**src/rtl/swap_sched_pkg.sv**
```systemverilog
// Shared types and sizing helper for the display-mode swap scheduler.
// Consumed by swap_scheduler and btn_debouncer.
package swap_sched_pkg;

  typedef enum logic [1:0] {S_IDLE, S_ARMED, S_FIRE, S_HOLD} sched_state_t;

  function automatic int cnt_w(int n);
    return $clog2(n + 1);
  endfunction

endpackage

```
**src/rtl/btn_debouncer.sv**
```systemverilog
// Button synchronizer + debounce; press_evt is a 1-cycle pulse on an accepted 0->1 level.
// Latency 2 sync cycles + DEBOUNCE_CYCLES stable cycles; no backpressure.
module btn_debouncer
  import swap_sched_pkg::*;
#(
  parameter int DEBOUNCE_CYCLES = 500000
) (
  input  logic clk,
  input  logic reset,
  input  logic btn_raw,
  output logic press_evt
);

  localparam int CW = (cnt_w(DEBOUNCE_CYCLES) < 1) ? 1 : cnt_w(DEBOUNCE_CYCLES);
  localparam logic [CW-1:0] CNT_LAST = CW'(DEBOUNCE_CYCLES - 1);

  logic          sync1;
  logic          sync2;
  logic          stable;
  logic [CW-1:0] cnt;

  always_ff @(posedge clk) begin
    if (reset) begin
      sync1     <= 1'b0;
      sync2     <= 1'b0;
      stable    <= 1'b0;
      cnt       <= '0;
      press_evt <= 1'b0;
    end else begin
      sync1     <= btn_raw;
      sync2     <= sync1;
      press_evt <= 1'b0;
      if (sync2 == stable) begin
        cnt <= '0;
      end else if (cnt == CNT_LAST) begin
        // Level accepted; only a rising acceptance is a press.
        stable    <= sync2;
        cnt       <= '0;
        press_evt <= sync2;
      end else begin
        cnt <= cnt + 1'b1;
      end
    end
  end

endmodule

```
**src/rtl/swap_scheduler.sv**
```systemverilog
// Defers debounced mode-button (or, with SWAP_AUTO_CYCLE_EN, automatic) requests to frame_start and enforces a frame hold-off.
// swap pulses the cycle after the consuming frame_start; 1-deep queue during hold-off, further requests dropped.
module swap_scheduler
  import swap_sched_pkg::*;
#(
  parameter int DEBOUNCE_CYCLES = 500000,
  parameter int HOLDOFF_FRAMES  = 2,
  parameter int AUTO_FRAMES     = 120
) (
  input  logic clk,
  input  logic reset,
  input  logic btn_raw,
  input  logic frame_start,
  input  logic auto_en,
  output logic swap,
  output logic pending
);

  localparam int HW = (cnt_w(HOLDOFF_FRAMES) < 1) ? 1 : cnt_w(HOLDOFF_FRAMES);
  localparam logic [HW-1:0] HOLD_LAST = HW'((HOLDOFF_FRAMES > 0) ? HOLDOFF_FRAMES - 1 : 0);

  sched_state_t  state;
  logic          queued;
  logic [HW-1:0] hold_cnt;
  logic          press_evt;
  logic          auto_evt;
  logic          evt;

  btn_debouncer #(
    .DEBOUNCE_CYCLES(DEBOUNCE_CYCLES)
  ) u_debouncer (
    .clk      (clk),
    .reset    (reset),
    .btn_raw  (btn_raw),
    .press_evt(press_evt)
  );

  assign evt = press_evt | auto_evt;

`ifdef SWAP_AUTO_CYCLE_EN
  localparam int AW = (cnt_w(AUTO_FRAMES) < 1) ? 1 : cnt_w(AUTO_FRAMES);
  localparam logic [AW-1:0] AUTO_LAST = AW'(AUTO_FRAMES - 1);

  logic [AW-1:0] auto_cnt;

  // Only idle frames with auto_en held count toward the next automatic swap.
  always_ff @(posedge clk) begin
    if (reset) begin
      auto_cnt <= '0;
      auto_evt <= 1'b0;
    end else begin
      auto_evt <= 1'b0;
      if (press_evt || !auto_en || state != S_IDLE) begin
        auto_cnt <= '0;
      end else if (frame_start) begin
        if (auto_cnt == AUTO_LAST) begin
          auto_cnt <= '0;
          auto_evt <= 1'b1;
        end else begin
          auto_cnt <= auto_cnt + 1'b1;
        end
      end
    end
  end
`else
  logic unused_auto_en;
  assign unused_auto_en = auto_en;
  assign auto_evt       = 1'b0;
`endif

  always_ff @(posedge clk) begin
    if (reset) begin
      state    <= S_IDLE;
      swap     <= 1'b0;
      pending  <= 1'b0;
      queued   <= 1'b0;
      hold_cnt <= '0;
    end else begin
      swap <= 1'b0;
      case (state)
        S_IDLE: begin
          if (evt) begin
            state   <= S_ARMED;
            pending <= 1'b1;
          end else begin
            pending <= 1'b0;
          end
        end
        S_ARMED: begin
          if (frame_start) begin
            state   <= S_FIRE;
            swap    <= 1'b1;
            pending <= queued;
          end
        end
        S_FIRE: begin
          hold_cnt <= '0;
          if (HOLDOFF_FRAMES == 0) begin
            state   <= (queued | evt) ? S_ARMED : S_IDLE;
            queued  <= 1'b0;
            pending <= queued | evt;
          end else begin
            state   <= S_HOLD;
            queued  <= queued | evt;
            pending <= queued | evt;
          end
        end
        S_HOLD: begin
          if (evt) begin
            queued  <= 1'b1;
            pending <= 1'b1;
          end
          if (frame_start) begin
            if (hold_cnt == HOLD_LAST) begin
              // A request landing on the exit cycle re-arms directly.
              hold_cnt <= '0;
              state    <= (queued | evt) ? S_ARMED : S_IDLE;
              queued   <= 1'b0;
              pending  <= queued | evt;
            end else begin
              hold_cnt <= hold_cnt + 1'b1;
            end
          end
        end
        default: state <= S_IDLE;
      endcase
    end
  end

endmodule

```
**config.mk**
```make
export PLATFORM = sky130hd
export DESIGN_NAME = swap_scheduler
export DESIGN_NICKNAME = d
export VERILOG_FILES = /design/src/rtl/swap_sched_pkg.sv /design/src/rtl/btn_debouncer.sv /design/src/rtl/swap_scheduler.sv
export SDC_FILE = /design/constraint.sdc
export NUM_CORES = 1
export LEC_CHECK = 0
export BUFFER_PORTS_ARGS = -buffer_cell sky130_fd_sc_hd__buf_2
export CAP_MARGIN = 20
export CELL_PAD_IN_SITES_DETAIL_PLACEMENT = 0
export CELL_PAD_IN_SITES_GLOBAL_PLACEMENT = 1
export CORE_UTILIZATION = 49
export DETAILED_ROUTE_END_ITERATION = 16
export GPL_ROUTABILITY_DRIVEN = 0
export PLACE_DENSITY = 0.79
export SLEW_MARGIN = 30
export SYNTH_ARGS = -nofsm -noshare
export SYNTH_HDL_FRONTEND = slang
export SYNTH_SLANG_ARGS = --single-unit
export TNS_END_PERCENT = 10
```
**constraint.sdc**
```tcl
create_clock -name clk -period 3.2 [get_ports clk]
set_input_delay 0.48 -clock clk [delete_from_list [all_inputs] [get_ports clk]]
set_output_delay 0.48 -clock clk [all_outputs]
set_load 0.05 [all_outputs]
```
* Word-level counts from Yosys, hierarchy flattened *
Cells that the tools add are included.

cells by class
  add/subtract/negate cells = 2
  equality and inequality tests = 10
  muxes and demuxes = 20
  bitwise operators = 4
  reductions and logical operators = 8

operator list
  cell                                                  count
  adder 19 x 1 -> 19 bit (second input constant)        1
  equality test 19 bit (second input constant)          1
  two-way mux 2 bit                                     6
  two-way mux 1 bit                                     10
  case mux 2 bit (4 select lines)                       1
  != test 2 bit (second input constant)                 3
  OR reduction 3 bit                                    2
  equality test 2 x 1 -> 1 bit (second input constant)  2
  equality test 2 bit (second input constant)           2
  case mux 1 bit (4 select lines)                       1
  case mux 2 bit (2 select lines)                       1
  AND reduction 2 bit                                   2
  AND reduction 4 bit                                   1
  inverter 1 bit                                        3
  adder 2 x 1 -> 2 bit (second input constant)          1
  logical NOT 2 bit                                     1
  != test 2 x 1 -> 1 bit (second input constant)        1
  case mux 1 bit (2 select lines)                       1
  nonzero test 2 bit                                    1
  OR reduction 2 bit                                    1
  equality test 1 bit                                   1
  OR 1 bit                                              1

storage, ports and cells
  bits in registers = 30
  input bits = 5
  output and inout bits = 2
  logic and storage cells = 54

* Depth between registers and ports, before layout *
  depth in word-level cells = 5
  gate-level depth with buffers = 6
  mapped depth without buffers = 6

* By module *
A second synthesis with hierarchy kept.

second synthesis, totals
  cell total of the unflattened synthesis = 163
  area total of the unflattened synthesis = 1461.4 um^2

by module, submodules not included
  module          instances  cells each  area an instance (um^2)  sequential area each (um^2)
  btn_debouncer   1          117         1047.3                   460.4
  swap_scheduler  1          46          414.1                    140.1

* Least setup slack after synthesis *
No wires, ideal clock.

  path type = register -> register
  start = reg u_debouncer.cnt[5]
  end = reg u_debouncer.cnt[17]
  library setup time = 71 ps
  arrival = 1671 ps
  data required time = 3129 ps
  path slack = 1458 ps
  stages on the path, launching flop included = 5
  buffers on the path = 0
  clock period less this slack = 1742 ps
  cell sequence = dfxtp_1 -> nand3_4 -> or4_4 -> or4_1 -> a21oi_1

between the ends
  word-level cells in the longest chain between the ends = 2
  elaborated cells between the ends (all ways) = 3
  those cells by class = add/sub: 1; eq/ne: 1; reduce/logical: 1

ends and longest elaborated chain
  item                                                                            line                 text
  start: declaration                                                              btn_debouncer.sv:20  logic [CW-1:0] cnt;
  start signal: assignment                                                        btn_debouncer.sv:41  cnt <= cnt + 1'b1;
  parallel branches: the longest is 2 deep, another holds adder 19 x 1 -> 19 bit  --

Parallel ways; which one is timed is not known.
A chain may end at the register's enable or synchronous reset.

* Final worst setup path *
  start = reg u_debouncer.cnt[0]
  end = reg u_debouncer.cnt[18]

The elaborated chain is that of the path after synthesis.

==> results summary <==
The final count of pins violating max slew is 0. The number of antenna diodes in the final layout is 0. The relative area change from synthesis to final layout came out at 9.499%. The clock edge transition at the registers on the reported setup and hold paths is 90 ps. The most common flop cell mapped by yosys is sky130_fd_sc_hd__dfxtp_1. The number of antenna violations at the first check in global routing came out at 0.

The total iterations of the first detailed-routing run is 4. The largest buffer count on any clock path came out at 2. The final antenna-violating net count is 0.

The number of port buffers is 5. Dividing the detail-routed wire length by the instance count gives 12.78 µm. The required time at the worst-slack endpoint came out at 3410 ps. The number of gates given a new drive strength after cts is 0. VDD sags by at most ~0.32 mV. The slew at the pin with the worst max-slew slack came out at 534.9 ps. The number of I/O pins is 7. The relative slew slack came out at 64.01%. The shortest period the worst path allows is 1944 ps. The number of warnings printed during yosys synthesis came out at 0. Synthesis inferred 30 register bits.

The number of failing setup endpoints in the final timing report came out at 0. The synthesized design spends more area on one cell type than any other, namely sky130_fd_sc_hd__dfxtp_1. The worst slack after detailed placement is ~1300 ps.

The cell family contributing the most delay on the critical path is simple AND/OR/NAND/NOR gates. Dividing total power by cell area gives a power density of 473.6 nW/µm². The critical path endpoint category is a flop.

The number of standard cells in the final layout excluding fillers came out at 209. In this run the core area contains 19 standard-cell rows. The clock drives 30 sinks. The register with the most flip-flops in the layout has 19 of them. The share of flip-flops with an asynchronous set or reset after synthesis is 0%. The starting density of the core came out at between 50% and 60%. The sequential element share of the synthesized area is around two fifths. Traced cell by cell, the critical path runs through ha_1, nand4_1, nor4_1, mux2i_1, nor2_1.

The arrival time at the worst endpoint is 2160 ps. Among all cell types in the netlist, the one instantiated most often is sky130_fd_sc_hd__dfxtp_1. Averaged over all synthesized cells, the footprint is between 8 and 9 µm². The number of library cell types mapped by synthesis is 40. Setup repair after global routing left no endpoint under its margin. For this design, the CTS-stage hold fixing added 0 buffers.

The die is about 56 µm tall. The number of levels the H-tree was split into is 2. For this run, design rule violations remaining after detail routing come to 0. The wire length after detailed routing is 2671 µm. The area of the die is ~3200 µm². The critical path is of the reg -> reg type. The clock buffer count from CTS came out at 5. The total negative setup slack is 0 ps. The cell area after synthesis is 1449 µm². The number of endpoints with negative hold slack in the final report came out at 0. The number of DRC markers in iteration 0 is 38. The setup slack after layout came out at 1257 ps.

In this run the standard cell core region covers 2781 µm². The number of max-cap violations came out at 0. The final core utilization came out at 57.04%.

The horizontal die dimension came out at 56.38 µm. The CTS tree is built. The cell count after synthesis is 167. Of the cells placed in the final design, the portion with a size suffix greater than 1 is 11.80%. The wire length of the first global-routing pass came out at 4912 µm.

The total number of vias is 1,152. In this run the worst hold path is classified as in -> reg. On the final layout, the worst clock skew is ~4.2 ps. The post-route worst hold slack is 375.9 ps. Sorting the synthesized cells by how often they occur yields sky130_fd_sc_hd__dfxtp_1, sky130_fd_sc_hd__nor2_1, sky130_fd_sc_hd__nand2_1, sky130_fd_sc_hd__xnor2_1, sky130_fd_sc_hd__a21oi_1. STA classifies the critical path startpoint as a flop. The number of global-route vias before repair is 1,104. The run finished with clean final reports. The final layout contains roughly 190 nets. The highest net fanout along the worst path is 6.

The number of nets in the synthesized netlist is 178. The count of buffers added by post-CTS timing repair for setup came out at 0. The maximum frequency from static timing analysis came out at 0.5145 GHz. The largest registers in the layout are u_debouncer.cnt: 19 flops, hold_cnt: 2 flops, state: 2 flops.

The aggregate global routing overflow came out at 0. For the worst-skew pair, the clock arrives at the later sink with an insertion delay of 310 ps. Once placement completed, the tool counted placed cells totaling 201. The routed via count divided by cell count came out at 5.512. The post-route fraction of the period consumed by the critical path is between 60% and 70%.

Global routing consumed, over all layers together, 19.52% of the routing resources. The cell with the largest stage delay on the worst path is sky130_fd_sc_hd__nor4_1. The worst stage delay on the critical path came out at approximately 570 ps.

The leakage power total is 0.4883 nW. The pin count of the biggest net entering global routing came out at 17. By area the synthesized netlist is led by sky130_fd_sc_hd__dfxtp_1, sky130_fd_sc_hd__xnor2_1, sky130_fd_sc_hd__nor2_1. Counting flops with a built-in enable in the synthesized netlist gives 0. The fraction of synthesized cell area taken by the top area cell type came out at 41.45%. The buffers plus inverters on the worst setup path is 0.

The tree is rooted in a sky130_fd_sc_hd__clkbuf_4. The HPWL after detailed placement came out at 1940 µm. More flip-flops sit in one register than any other, and that register is u_debouncer.cnt.
[cell type report]
| cell class | count | area, µm² |
|---|---|---|
| multi-input combinational | 128 | 813.3 |
| clock buffer | 8 | 78.83 |
| inverter | 6 | 22.52 |
| timing repair buffer | 6 | 32.53 |
| tap | 31 | 38.79 |
| sequential | 30 | 600.6 |
| fill | 269 | 1195 |
[cells by family after synthesis]
group / count (synthesis) / synth area share [%]
AOI/OAI and AO/OA: 24 / 10.54
and+or+nand+nor: 82 / 30.66
buffers and inverters: 9 / 2.418
adders and majority gates: 6 / 5.181
muxes: 1 / 0.6909
DFF: 30 / 41.45
xor gates and xnor gates: 15 / 9.068
[routing by layer]
layer	GRT usage, %	share of wire (%)	vias up
met3	4.839	3.4	2
met2	28.23	42	17
met1	28.45	54	519
met4	6.272	0.64	0
met5	0	0	-
li1	-	-	614
[cells in the final DEF, fill, tap and decap left out, types with 6 or more instances in the layout]
master                    count
sky130_fd_sc_hd__dfxtp_1     30
sky130_fd_sc_hd__nor2_1      23
sky130_fd_sc_hd__nand2_1     12
sky130_fd_sc_hd__xnor2_1     12
sky130_fd_sc_hd__a21oi_1      9
sky130_fd_sc_hd__nor4_1       7
sky130_fd_sc_hd__inv_1        6
sky130_fd_sc_hd__nand3_1      6
sky130_fd_sc_hd__nand4_1      6
sky130_fd_sc_hd__nor2b_1      6
sky130_fd_sc_hd__ha_1         6
[report_power, final]
group / total, W / internal, W / switching, W
Clock: 0.000272 / 0.000150 / 0.000122
Combinational: 0.0000906 / 0.0000322 / 0.0000584
Sequential: 0.000388 / 0.000382 / 0.00000615
[metrics by stage]
step           total power [W]  cell area, µm²
5_1_grt              0.0007889            1587
3_3_place_gp         0.0004787            1508
6_report             0.0007514            1587
3_5_place_dp         0.0004855            1508
2_1_floorplan        0.0004633            1449
4_1_cts              0.0007587            1587
[worst paths after layout]
check / start / endpoint / slack [ps] / cells past startpoint
worst min register to register: u_debouncer.sync1$_SDFF_PP0_ / u_debouncer.sync2$_SDFF_PP0_ / 460 / 1
worst max-delay path: u_debouncer.cnt[0]$_SDFF_PP0_ / u_debouncer.cnt[18]$_SDFF_PP0_ / 1260 / 5
worst min-delay path: btn_raw / u_debouncer.sync1$_SDFF_PP0_ / 380 / 2
worst max register to register: u_debouncer.cnt[0]$_SDFF_PP0_ / u_debouncer.cnt[18]$_SDFF_PP0_ / 1260 / 5
No activity file was read; power rests on OpenSTA's default activity.
